==> src/rtl/seq_gen_if.sv <==
// seq_gen_if: word handshake, loop/stop control and serial output bundle for seq_gen.
// The master drives words and control; the slave (seq_gen) returns the serial stream and status.
interface seq_gen_if #(
    parameter int WIDTH = 24
);
    logic [WIDTH-1:0] data_in;
    logic             load_valid;
    logic             load_ready;
    logic             loop;
    logic             stop;
    logic             x;
    logic             x_valid;
    logic             word_done;
    logic             busy;

    modport master (
        output data_in, load_valid, loop, stop,
        input  load_ready, x, x_valid, word_done, busy
    );

    modport slave (
        input  data_in, load_valid, loop, stop,
        output load_ready, x, x_valid, word_done, busy
    );
endinterface

==> src/rtl/seq_gen.sv <==
// seq_gen: serial pattern transmitter. Takes a parallel word over a valid/ready
// handshake and shifts it out MSB-first on x, one bit per clock. Supports one-shot
// words, gapless back-to-back words and looping of one word with a clean stop at
// the word boundary.
// Optional feature macro: SEQGEN_PARITY_EN appends an even-parity bit (PAR state)
// to every frame; the word boundary decision then moves to that parity cycle.
module seq_gen #(
    parameter int WIDTH      = 24,
    parameter bit IDLE_LEVEL = 1'b0
) (
    input  logic     clk,
    input  logic     rst,
    seq_gen_if.slave bus
);
    localparam int            CW   = $clog2(WIDTH);
    localparam logic [CW-1:0] LAST = CW'(WIDTH - 1);

`ifdef SEQGEN_PARITY_EN
    typedef enum logic [1:0] {IDLE, SHIFT, PAR} state_t;
`else
    typedef enum logic [1:0] {IDLE, SHIFT} state_t;
`endif

    state_t           r_state;
    logic [WIDTH-1:0] r_shreg;
    logic [CW-1:0]    r_cnt;
    logic             r_stopPend;
`ifdef SEQGEN_PARITY_EN
    logic             r_par;
`endif

    logic w_lastBit;
    logic w_boundary;
    logic w_x;

    assign w_lastBit = (r_state == SHIFT) && (r_cnt == LAST);

    // The word boundary is the cycle carrying the final bit of the frame: the
    // last data bit normally, or the parity bit when parity is enabled.
`ifdef SEQGEN_PARITY_EN
    assign w_boundary = (r_state == PAR);
`else
    assign w_boundary = w_lastBit;
`endif

    // Serial line mux: idle level outside a frame, MSB of the rotating word
    // while shifting, and the captured parity during the parity cycle.
    always_comb begin
        w_x = IDLE_LEVEL;
        case (r_state)
            SHIFT:   w_x = r_shreg[WIDTH-1];
`ifdef SEQGEN_PARITY_EN
            PAR:     w_x = r_par;
`endif
            default: w_x = IDLE_LEVEL;
        endcase
    end

    assign bus.x          = w_x;
    assign bus.x_valid    = (r_state != IDLE);
    assign bus.busy       = (r_state != IDLE);
    assign bus.word_done  = w_boundary;
    assign bus.load_ready = (r_state == IDLE) ||
                            (w_boundary && !bus.loop && !r_stopPend && !bus.stop);

    // Main FSM: load in IDLE, rotate while shifting, then resolve the boundary
    // in priority order stop > loop > new word > idle. The boundary block comes
    // last so that it overrides the ordinary per-state updates.
    always_ff @(posedge clk) begin
        if (rst) begin
            r_state    <= IDLE;
            r_shreg    <= '0;
            r_cnt      <= '0;
            r_stopPend <= 1'b0;
`ifdef SEQGEN_PARITY_EN
            r_par      <= 1'b0;
`endif
        end else begin
            case (r_state)
                IDLE: begin
                    if (bus.load_valid) begin
                        r_shreg <= bus.data_in;
                        r_cnt   <= '0;
                        r_state <= SHIFT;
`ifdef SEQGEN_PARITY_EN
                        r_par   <= ^bus.data_in;
`endif
                    end
                end
                SHIFT: begin
                    r_shreg <= {r_shreg[WIDTH-2:0], r_shreg[WIDTH-1]};
                    r_cnt   <= r_cnt + 1'b1;
`ifdef SEQGEN_PARITY_EN
                    if (w_lastBit) begin
                        r_state <= PAR;
                        r_cnt   <= '0;
                    end
`endif
                end
                default: begin
                end
            endcase

            if ((r_state != IDLE) && bus.stop) begin
                r_stopPend <= 1'b1;
            end

            if (w_boundary) begin
                r_cnt <= '0;
                if (r_stopPend || bus.stop) begin
                    r_state    <= IDLE;
                    r_stopPend <= 1'b0;
                end else if (bus.loop) begin
                    r_state <= SHIFT;
                end else if (bus.load_valid) begin
                    r_shreg <= bus.data_in;
                    r_state <= SHIFT;
`ifdef SEQGEN_PARITY_EN
                    r_par   <= ^bus.data_in;
`endif
                end else begin
                    r_state <= IDLE;
                end
            end
        end
    end
endmodule

==> src/flat_wrapper.sv <==
// flat-port wrapper written by rule: the top's interface ports become plain ports
module seq_gen_flat 
#(
    parameter int WIDTH      = 24,
    parameter bit IDLE_LEVEL = 1'b0
)
  (clk, rst, bus_data_in, bus_load_valid, bus_loop, bus_stop, bus_load_ready, bus_x, bus_x_valid, bus_word_done, bus_busy);
  seq_gen_if #(.WIDTH(WIDTH)) bus_i ();
  input  logic clk;
  input  logic rst;
  input wire logic [$bits(bus_i.data_in)-1:0] bus_data_in;
  input wire logic [$bits(bus_i.load_valid)-1:0] bus_load_valid;
  input wire logic [$bits(bus_i.loop)-1:0] bus_loop;
  input wire logic [$bits(bus_i.stop)-1:0] bus_stop;
  output wire logic [$bits(bus_i.load_ready)-1:0] bus_load_ready;
  output wire logic [$bits(bus_i.x)-1:0] bus_x;
  output wire logic [$bits(bus_i.x_valid)-1:0] bus_x_valid;
  output wire logic [$bits(bus_i.word_done)-1:0] bus_word_done;
  output wire logic [$bits(bus_i.busy)-1:0] bus_busy;
  assign bus_i.data_in = bus_data_in;
  assign bus_i.load_valid = bus_load_valid;
  assign bus_i.loop = bus_loop;
  assign bus_i.stop = bus_stop;
  assign bus_load_ready = bus_i.load_ready;
  assign bus_x = bus_i.x;
  assign bus_x_valid = bus_i.x_valid;
  assign bus_word_done = bus_i.word_done;
  assign bus_busy = bus_i.busy;
  seq_gen #(.WIDTH(WIDTH), .IDLE_LEVEL(IDLE_LEVEL)) u_core (.clk(clk), .rst(rst), .bus(bus_i));
endmodule
==> config.mk <==
export PLATFORM = sky130hd
export DESIGN_NAME = seq_gen_flat
export DESIGN_NICKNAME = d
export VERILOG_FILES = /design/src/rtl/seq_gen_if.sv /design/src/rtl/seq_gen.sv /design/src/flat_wrapper.sv
export SDC_FILE = /design/constraint.sdc
export NUM_CORES = 1
export LEC_CHECK = 0
export ABC_CLOCK_PERIOD_IN_PS = 2300
export BUFFER_PORTS_ARGS = -buffer_cell sky130_fd_sc_hd__buf_2
export CORE_MARGIN = 2
export CORE_UTILIZATION = 55
export CTS_CLUSTER_SIZE = 30
export DETAILED_ROUTE_END_ITERATION = 12
export PLACE_DENSITY = 0.79
export SETUP_SLACK_MARGIN = 0.4
export SYNTH_ARGS = -nofsm -noshare
export SYNTH_HDL_FRONTEND = slang
export SYNTH_SLANG_ARGS = --single-unit
==> constraint.sdc <==
create_clock -name clk -period 2.3 [get_ports clk]
set_clock_uncertainty 0.1 [all_clocks]
set_input_delay 0.46 -clock clk [delete_from_list [all_inputs] [get_ports clk]]
set_output_delay 0.46 -clock clk [all_outputs]
set_load 0.02 [all_outputs]
==> metrics.log, run 1 <==
INFO  metric synth_cells = 206
INFO  metric powerDensity = 505 nW/um2
INFO  metric layout.filler_cells = 302
INFO  metric end_of_flow_core_utilization = 65.4%
INFO  metric synth_fa_ha_area_share = 0.649%
INFO  metric tightestPinTransition = 0.442 ns
INFO  metric postRouteWirelength = 3.72 mm
INFO  metric antenna_found_initial = 0
INFO  metric setup_repair_after_global_routing_missed_its_margin = yes
INFO  metric report.final.slew_viol_count = 0
INFO  metric seqCellArea = 627 um2
INFO  metric route.antenna.remaining_nets = 0
INFO  metric post_synth_and_or_nand_nor_area_fraction = 19.1%
INFO  metric tns = 0 ns
INFO  metric floorplan.rows = 21
INFO  metric floorplan.initialDensity = 57.4%
INFO  metric number_of_global_route_vias_before_repair = 1565
INFO  metric timing.critical_path.to_type = output pin
INFO  metric synth-seq-cells = 31
INFO  metric die_y = 63.2 um
INFO  metric timing.max_cap.violations = 0
INFO  metric cts_tree = yes
INFO  metric synthDistinctLibCells = 28
INFO  metric design.portCount = 34
INFO  metric worst_skew_pair.late_latency = 0.33 ns
INFO  metric grt_pass1_wl = 6.64 mm
INFO  metric nets = 268
INFO  metric cp.required = 1.74 ns
INFO  metric startpoint_type = register
INFO  metric final_layout_size_suffix_gt1_share = 35.0%
INFO  metric dieArea = 4000 um2
INFO  metric outcome = finished, final reports clean
INFO  metric synth_xor_xnor_area_share = 0.454%
INFO  metric total_power = 1110 uW
INFO  metric vdd_ir_drop_max = 464 uV
INFO  metric multiInputGateArea = 1190 um2
INFO  metric cpPeakStageDelay = 0.37 ns
INFO  metric worstPathCellList = ha_4 > and4b_1 > nand2_2 > o41ai_4 > buf_4
INFO  metric post_drt_via_cell_ratio = 5.54
INFO  metric grt_remaining_overflow = 0
INFO  metric grt.total_usage = 20.9%
INFO  metric cp_slowest_cell = sky130_fd_sc_hd__dfxtp_2
INFO  metric area_growth_syn_to_layout = 13.9%
INFO  metric timing.critical_path.arrival = 1.56 ns
INFO  metric ys_seq_area_share = 32.2%
INFO  metric max-clock-path-buffers = 2
INFO  metric wl_per_cell = 13.1 um
INFO  metric crit_buf_inv = 1
INFO  metric drt_pass1_iterations = 4
INFO  metric p_leak = 0.000851 uW
INFO  metric post-route-drc-count = 0
INFO  metric synth_top_family_by_area = multiplexers
INFO  metric synth_top_cells_by_area = sky130_fd_sc_hd__dfxtp_1 32%, sky130_fd_sc_hd__mux2_2 14%, sky130_fd_sc_hd__mux2i_1 12%
INFO  metric ys_warn_count = 0
INFO  metric place.detailed.hpwl = 2.50 mm
INFO  metric place.port_buffers = 33
INFO  metric detailroute.via_count = 1567
INFO  metric synth_top_cell_by_area = sky130_fd_sc_hd__dfxtp_1
INFO  metric synth.top_cell.area_share = 32.2%
INFO  metric criticalPathCategory = reg -> out
INFO  metric pin_count_of_the_biggest_net_entering_global_routing = 39
INFO  metric gpl.final_weighted_congestion = 0.731
INFO  metric worstHoldPathType = in -> reg
INFO  metric cts_root_buffer = sky130_fd_sc_hd__clkbuf_4
INFO  metric cp_max_fo = 3
INFO  metric fraction_of_the_mapped_netlist_area_in_compound_gates = 13.2%
INFO  metric fp.coreArea = 3360 um2
INFO  metric max_freq = 473 MHz
INFO  metric kind_of_cell_adding_the_most_delay_to_the_critical_path = flip-flops
INFO  metric avgSynthCellArea = 9.37 um2
INFO  metric netlist_area = 1930 um2
INFO  metric final_setup_viols = 0
INFO  metric timing.final.hold_violations = 0
INFO  metric cts_inserted_buffers = 5
INFO  metric num_antenna_cells = 0
INFO  metric clock_sinks = 31
INFO  metric synth.mux.area_fraction = 26.5%
INFO  metric cts_max_level = 2
INFO  metric floorplan.die.width = 63.2 um
INFO  metric final_period_minus_worst_setup_slack = 2.12 ns
INFO  metric timing.max_slew.rel_slack = 70.5%
INFO  metric post-route-period-util = 92.0%
INFO  metric syn-num-nets = 236
INFO  metric dr.first_iter.drc_count = 70
INFO  metric clkTransAtPathRegs = 0.09 ns
[metrics by stage]
stage | cells | instance area, um2 | worst slack [ns] | hold slack, ns
after global placement | 271 | 2080 | 0.420 | 0.432
after detailed placement | 271 | 2080 | 0.339 | 0.441
final | 283 | 2200 | 0.184 | 0.273
after global routing | 283 | 2200 | 0.0856 | 0.263
after floorplan | 206 | 1950 | 0.488 | 0.390
after CTS | 282 | 2190 | 0.172 | 0.270
[logic make-up after synthesis]
group | count (synthesis)
buffers and inverters | 23
multiplexers | 48
adder cells (fa/ha/maj) | 1
AND/OR/NAND/NOR | 67
XOR/XNOR | 1
flip-flops | 31
AO/OA/AOI/OAI | 35
[cells in the final DEF, fill, tap and decap left out, types with 2 or more instances in the layout]
cell / count
sky130_fd_sc_hd__mux2i_1: 24
sky130_fd_sc_hd__o211ai_1: 24
sky130_fd_sc_hd__buf_2: 31
sky130_fd_sc_hd__buf_4: 11
sky130_fd_sc_hd__mux2_2: 24
sky130_fd_sc_hd__or3b_1: 3
sky130_fd_sc_hd__dfxtp_2: 2
sky130_fd_sc_hd__a21oi_1: 5
sky130_fd_sc_hd__nand2b_1: 24
sky130_fd_sc_hd__nor2_1: 2
sky130_fd_sc_hd__nor3_1: 4
sky130_fd_sc_hd__nand3_1: 2
sky130_fd_sc_hd__nor3b_1: 3
sky130_fd_sc_hd__clkbuf_4: 5
sky130_fd_sc_hd__a21boi_0: 2
sky130_fd_sc_hd__nand2_1: 24
sky130_fd_sc_hd__dfxtp_1: 28
sky130_fd_sc_hd__inv_1: 3
[worst register-to-register path, stage by stage (launching register included)]
cell,delay [ns]
sky130_fd_sc_hd__dfxtp_2,0.37
sky130_fd_sc_hd__ha_4,0.14
sky130_fd_sc_hd__and4b_1,0.22
sky130_fd_sc_hd__buf_4,0.12
sky130_fd_sc_hd__buf_4,0.09
sky130_fd_sc_hd__and4_4,0.52
sky130_fd_sc_hd__mux2i_1,0.26
[power by group]
part / internal (uW) / switching, uW
registers: 577 / 24.4
logic: 121 / 107
clock network: 108 / 172
total: 807 / 304
[layer usage]
layer  part of all wire [%]  global-route usage, %
met4                    1.3                   6.79
met5                      0                      0
met2                     48                   35.1
met3                    4.5                   7.50
met1                     46                   24.7
[repair_timing]
action | in CTS | in global routing
setup buffers | 5 | 1
setup endpoints to repair | 2 | 10
resized for setup | 9 | 1
pin swaps | 1 | 0
hold buffers | 0 | 0
[final timing paths]
check / start / to / slack, ns / depth (start not counted)
worst min-delay path: bus_data_in[8] / u_core.r_shreg[8] / 0.27 / 3
worst min register to register: u_core.r_cnt[3] / u_core.r_cnt[3] / 0.45 / 2
worst max register to register: u_core.r_cnt[1] / u_core.r_shreg[6] / 0.41 / 6
worst max-delay path: u_core.r_cnt[1] / bus_load_ready / 0.18 / 5
[layout make-up]
class	count	share of cell area [%]
inverters	4	0.683
multi-input cells	152	54.1
clock buffers	6	1.88
repair buffers	44	12.2
flip-flops and latches	31	28.5
well taps	46	2.62
[sequential cells by signal (all words and copies together), names as in the netlist]
register,flops
u_core.r_shreg,24
u_core.r_cnt,5
u_core.r_state,1
u_core.r_stopPend,1
[synth_stat cells]
cell	count
sky130_fd_sc_hd__and4b_1	1
sky130_fd_sc_hd__o221a_2	1
sky130_fd_sc_hd__nand2b_1	24
sky130_fd_sc_hd__o21ai_0	1
sky130_fd_sc_hd__buf_2	6
sky130_fd_sc_hd__o41ai_1	1
sky130_fd_sc_hd__o211ai_1	24
sky130_fd_sc_hd__xor2_1	1
sky130_fd_sc_hd__mux2_2	24
sky130_fd_sc_hd__nor3b_1	3
sky130_fd_sc_hd__dfxtp_1	31
sky130_fd_sc_hd__clkbuf_1	7
sky130_fd_sc_hd__buf_12	3
sky130_fd_sc_hd__mux2i_1	24
sky130_fd_sc_hd__and4_4	1
sky130_fd_sc_hd__nor2_1	2
sky130_fd_sc_hd__nand3_1	2
sky130_fd_sc_hd__buf_4	3
sky130_fd_sc_hd__nor3_1	4
sky130_fd_sc_hd__ha_1	1
sky130_fd_sc_hd__or3b_1	3
sky130_fd_sc_hd__a311oi_1	1
sky130_fd_sc_hd__nand2_1	25
sky130_fd_sc_hd__and4b_2	1
sky130_fd_sc_hd__and2_1	1
sky130_fd_sc_hd__a21oi_1	5
sky130_fd_sc_hd__a21boi_0	2
sky130_fd_sc_hd__inv_1	4
Power figures use the tool's default switching activity.
==> run 2: changes to the inputs <==
Settings changed: CORE_UTILIZATION 55 to 26, PLACE_DENSITY 0.79 to 0.43, RECOVER_POWER set to 25.
==> run 2 against run 1 <==
Via count rose by 0.45%. Critical endpoint unchanged. Power rose by 19%. Critical path depth did not move. Worst setup slack improved by 0.043 ns. Largest power group unchanged. Register-to-register slack improved by 0.05 ns.
==> metrics.log, run 2 (synthesized netlist as in run 1, its figures left out) <==
INFO  metric outcome = finished, final reports clean (unchanged)
INFO  metric timing.critical_path.arrival = 1.51 ns (was 1.56 ns)
INFO  metric reg.largest.list = u_core.r_shreg: 24 flops, u_core.r_cnt: 5 flops (unchanged)
INFO  metric final_layout_size_suffix_gt1_share = 34.0% (was 35.0%)
INFO  metric post-route-drc-count = 0 (unchanged)
INFO  metric regToRegStartpoint = u_core.r_state[0] (was u_core.r_cnt[1])
INFO  metric cp.required = 1.74 ns (about the same)
INFO  metric timing.critical_path.to_type = output pin (unchanged)
INFO  metric place.detailed.hpwl = 2.77 mm (was 2.50 mm)
INFO  metric final_area = 2340 um2 (was 2200 um2)
INFO  metric hold_path.startpoint = bus_data_in[19] (was bus_data_in[8])
INFO  metric cp_max_fo = 2 (was 3)
INFO  metric placedCellCount = 325 (was 271)
INFO  metric timing.final.hold_violations = 0 (unchanged)
INFO  metric r2r_slack = 0.46 ns (was 0.41 ns)
INFO  metric antenna_found_initial = 0 (unchanged)
INFO  metric detailroute.via_count = 1574 (was 1567)
INFO  metric cts_max_level = 2 (unchanged)
INFO  metric design.portCount = 34 (unchanged)
INFO  metric largest-register = u_core.r_shreg (unchanged)
INFO  metric tightestPinTransition = 0.591 ns (was 0.442 ns)
INFO  metric criticalPathCategory = reg -> out (unchanged)
INFO  metric swShare = 26.3% (was 27.3%)
INFO  metric p_leak = 0.000892 uW (was 0.000851 uW)
INFO  metric worst_skew_pair.late_latency = 0.28 ns (was 0.33 ns)
INFO  metric layoutNonFillerInstCount = 343 (was 283)
INFO  metric floorplan.initialDensity = 26.7% (was 57.4%)
INFO  metric tns = 0 ns (unchanged)
INFO  metric drt_pass1_iterations = 4 (unchanged)
INFO  metric wl_per_cell = 12.8 um (was 13.1 um)
INFO  metric pin_count_of_the_biggest_net_entering_global_routing = 50 (was 39)
INFO  metric whs_endpoint = u_core.r_shreg[19] (was u_core.r_shreg[8])
INFO  metric worst_setup_slack_after_layout = 0.228 ns (was 0.184 ns)
INFO  metric gpl.final_weighted_congestion = 0.665 (was 0.731)
INFO  metric switchingPower = 346 uW (was 304 uW)
INFO  metric route.antenna.remaining_nets = 0 (unchanged)
INFO  metric cts_root_buffer = sky130_fd_sc_hd__clkbuf_8 (was sky130_fd_sc_hd__clkbuf_4)
INFO  metric final_period_minus_worst_setup_slack = 2.07 ns (was 2.12 ns)
INFO  metric max-clock-path-buffers = 2 (unchanged)
INFO  metric setup_repair_after_global_routing_missed_its_margin = yes (unchanged)
INFO  metric layout_common_cells = 30 x sky130_fd_sc_hd__buf_2, 30 x sky130_fd_sc_hd__dfxtp_1, 25 x sky130_fd_sc_hd__nand2_1 (was 31 x sky130_fd_sc_hd__buf_2, 28 x sky130_fd_sc_hd__dfxtp_1)
INFO  metric grt_pass1_wl = 7.22 mm (was 6.64 mm)
INFO  metric number_of_global_route_vias_before_repair = 1506 (was 1565)
INFO  metric nets = 273 (was 268)
INFO  metric timing.max_cap.violations = 0 (unchanged)
INFO  metric max_freq = 483 MHz (was 473 MHz)
INFO  metric vdd_ir_drop_max = 222 uV (was 464 uV)
INFO  metric dieArea = 8130 um2 (was 4000 um2)
INFO  metric floorplan.rows = 31 (was 21)
INFO  metric cts_tree = yes (unchanged)
INFO  metric timing.max_slew.rel_slack = 60.6% (was 70.5%)
INFO  metric postRouteWirelength = 4.38 mm (was 3.72 mm)
INFO  metric final_setup_viols = 0 (unchanged)
INFO  metric rr_worst_depth = 4 (was 6)
INFO  metric dr.first_iter.drc_count = 70 (unchanged)
INFO  metric hold-path-cell-count = 3 (unchanged)
INFO  metric clkTransAtPathRegs = 0.07 ns (was 0.09 ns)
INFO  metric largest_register_ff_count = 24 (unchanged)
INFO  metric num_antenna_cells = 0 (unchanged)
INFO  metric cts-hold-fix-buffers = 0 (unchanged)
INFO  metric power_frac_clock = 36.7% (was 25.2%)
INFO  metric critical_path.reg2reg.endpoint = u_core.r_state[0] (was u_core.r_shreg[6])
INFO  metric flop_pwr_share = 45.3% (was 54.2%)
INFO  metric cts_inserted_buffers = 5 (unchanged)
INFO  metric comb_power_share = 18.0% (was 20.6%)
INFO  metric layout.filler_cells = 784 (was 302)
INFO  metric crit_path_start = u_core.r_cnt[1] (unchanged)
INFO  metric powerDensity = 564 nW/um2 (was 505 nW/um2)
INFO  metric place.port_buffers = 33 (unchanged)
INFO  metric worstHoldPathType = in -> reg (unchanged)
INFO  metric grt_remaining_overflow = 0 (unchanged)
INFO  metric floorplan.die.width = 90.1 um (was 63.2 um)
INFO  metric place_area = 2160 um2 (was 2080 um2)
INFO  metric grt.total_usage = 10.9% (was 20.9%)
INFO  metric fp.coreArea = 7210 um2 (was 3360 um2)
INFO  metric clock_sinks = 31 (unchanged)
INFO  metric area_growth_syn_to_layout = 21.3% (was 13.9%)
INFO  metric power_report.internal_total = 972 uW (was 807 uW)
INFO  metric startpoint_type = register (unchanged)
INFO  metric post_drt_via_cell_ratio = 4.59 (was 5.54)
INFO  metric die_y = 90.1 um (was 63.2 um)
INFO  metric pre_cts_ws = 0.347 ns (was 0.339 ns)
INFO  metric post-route-period-util = 90.1% (was 92.0%)
INFO  metric report.final.slew_viol_count = 0 (unchanged)
-- run 2: power groups by stage --
stage	clock network [uW]	registers, uW	logic, uW
finish	484	598	237
global route	528	603	265
CTS	504	601	236
detailed placement	0	613	230
global placement	0	614	227
floorplan	0	605	171
-- run 2: worst max path at each step --
| stage | cells after the start | slack, ns | to |
|---|---|---|---|
| 3_3_place_gp | 5 | 0.34 | bus_load_ready |
| 6_report | 5 | 0.23 | bus_load_ready |
| 3_5_place_dp | 5 | 0.35 | bus_load_ready |
| 4_1_cts | 5 | 0.25 | bus_load_ready |
| 2_1_floorplan | 4 | 0.49 | bus_load_ready |
| 5_1_grt | 6 | 0.13 | bus_word_done |
-- run 2: what timing repair did --
item                       4_1_cts  5_1_grt
setup endpoints to repair        3        3
pin swaps                        1        0
buffers inserted                 7        3
cloned                           0        0
gates resized for setup         10        2
hold endpoints to repair         0        0
-- run 2: per-layer routing --
| layer | vias up | share of wire (%) | global-route usage, % |
|---|---|---|---|
| met5 | - | 0 | 0 |
| li1 | 808 | - | - |
| met4 | 0 | 1.8 | 4.23 |
| met3 | 6 | 2.9 | 2.93 |
| met2 | 22 | 46 | 17.2 |
| met1 | 738 | 49 | 14.3 |
-- run 2: final cells by class --
type / instances / area [um2] / area share, %
clock buffer: 8 / 100 / 4.28
inverter: 4 / 15.0 / 0.642
multi-input combinational: 152 / 1190 / 50.7
sequential: 31 / 622 / 26.6
tap: 99 / 124 / 5.29
timing repair buffer: 49 / 293 / 12.5
-- run 2: metrics by stage --
stage / util [%] / hold slack, ns / power, uW
after floorplan: - / 0.390 / 776
after global placement: 29.9 / 0.438 / 841
after detailed placement: 29.9 / 0.450 / 843
after CTS: 32.3 / 0.325 / 1340
after global routing: 32.4 / 0.328 / 1400
final: 32.4 / 0.332 / 1320
-- run 2: critical path, stage by stage, from the launching register on --
cell and delay, ns:
sky130_fd_sc_hd__dfxtp_1 0.38, sky130_fd_sc_hd__ha_4 0.15, sky130_fd_sc_hd__and4b_1 0.20, sky130_fd_sc_hd__nand2_1 0.11
sky130_fd_sc_hd__o41ai_4 0.20, sky130_fd_sc_hd__buf_4 0.18
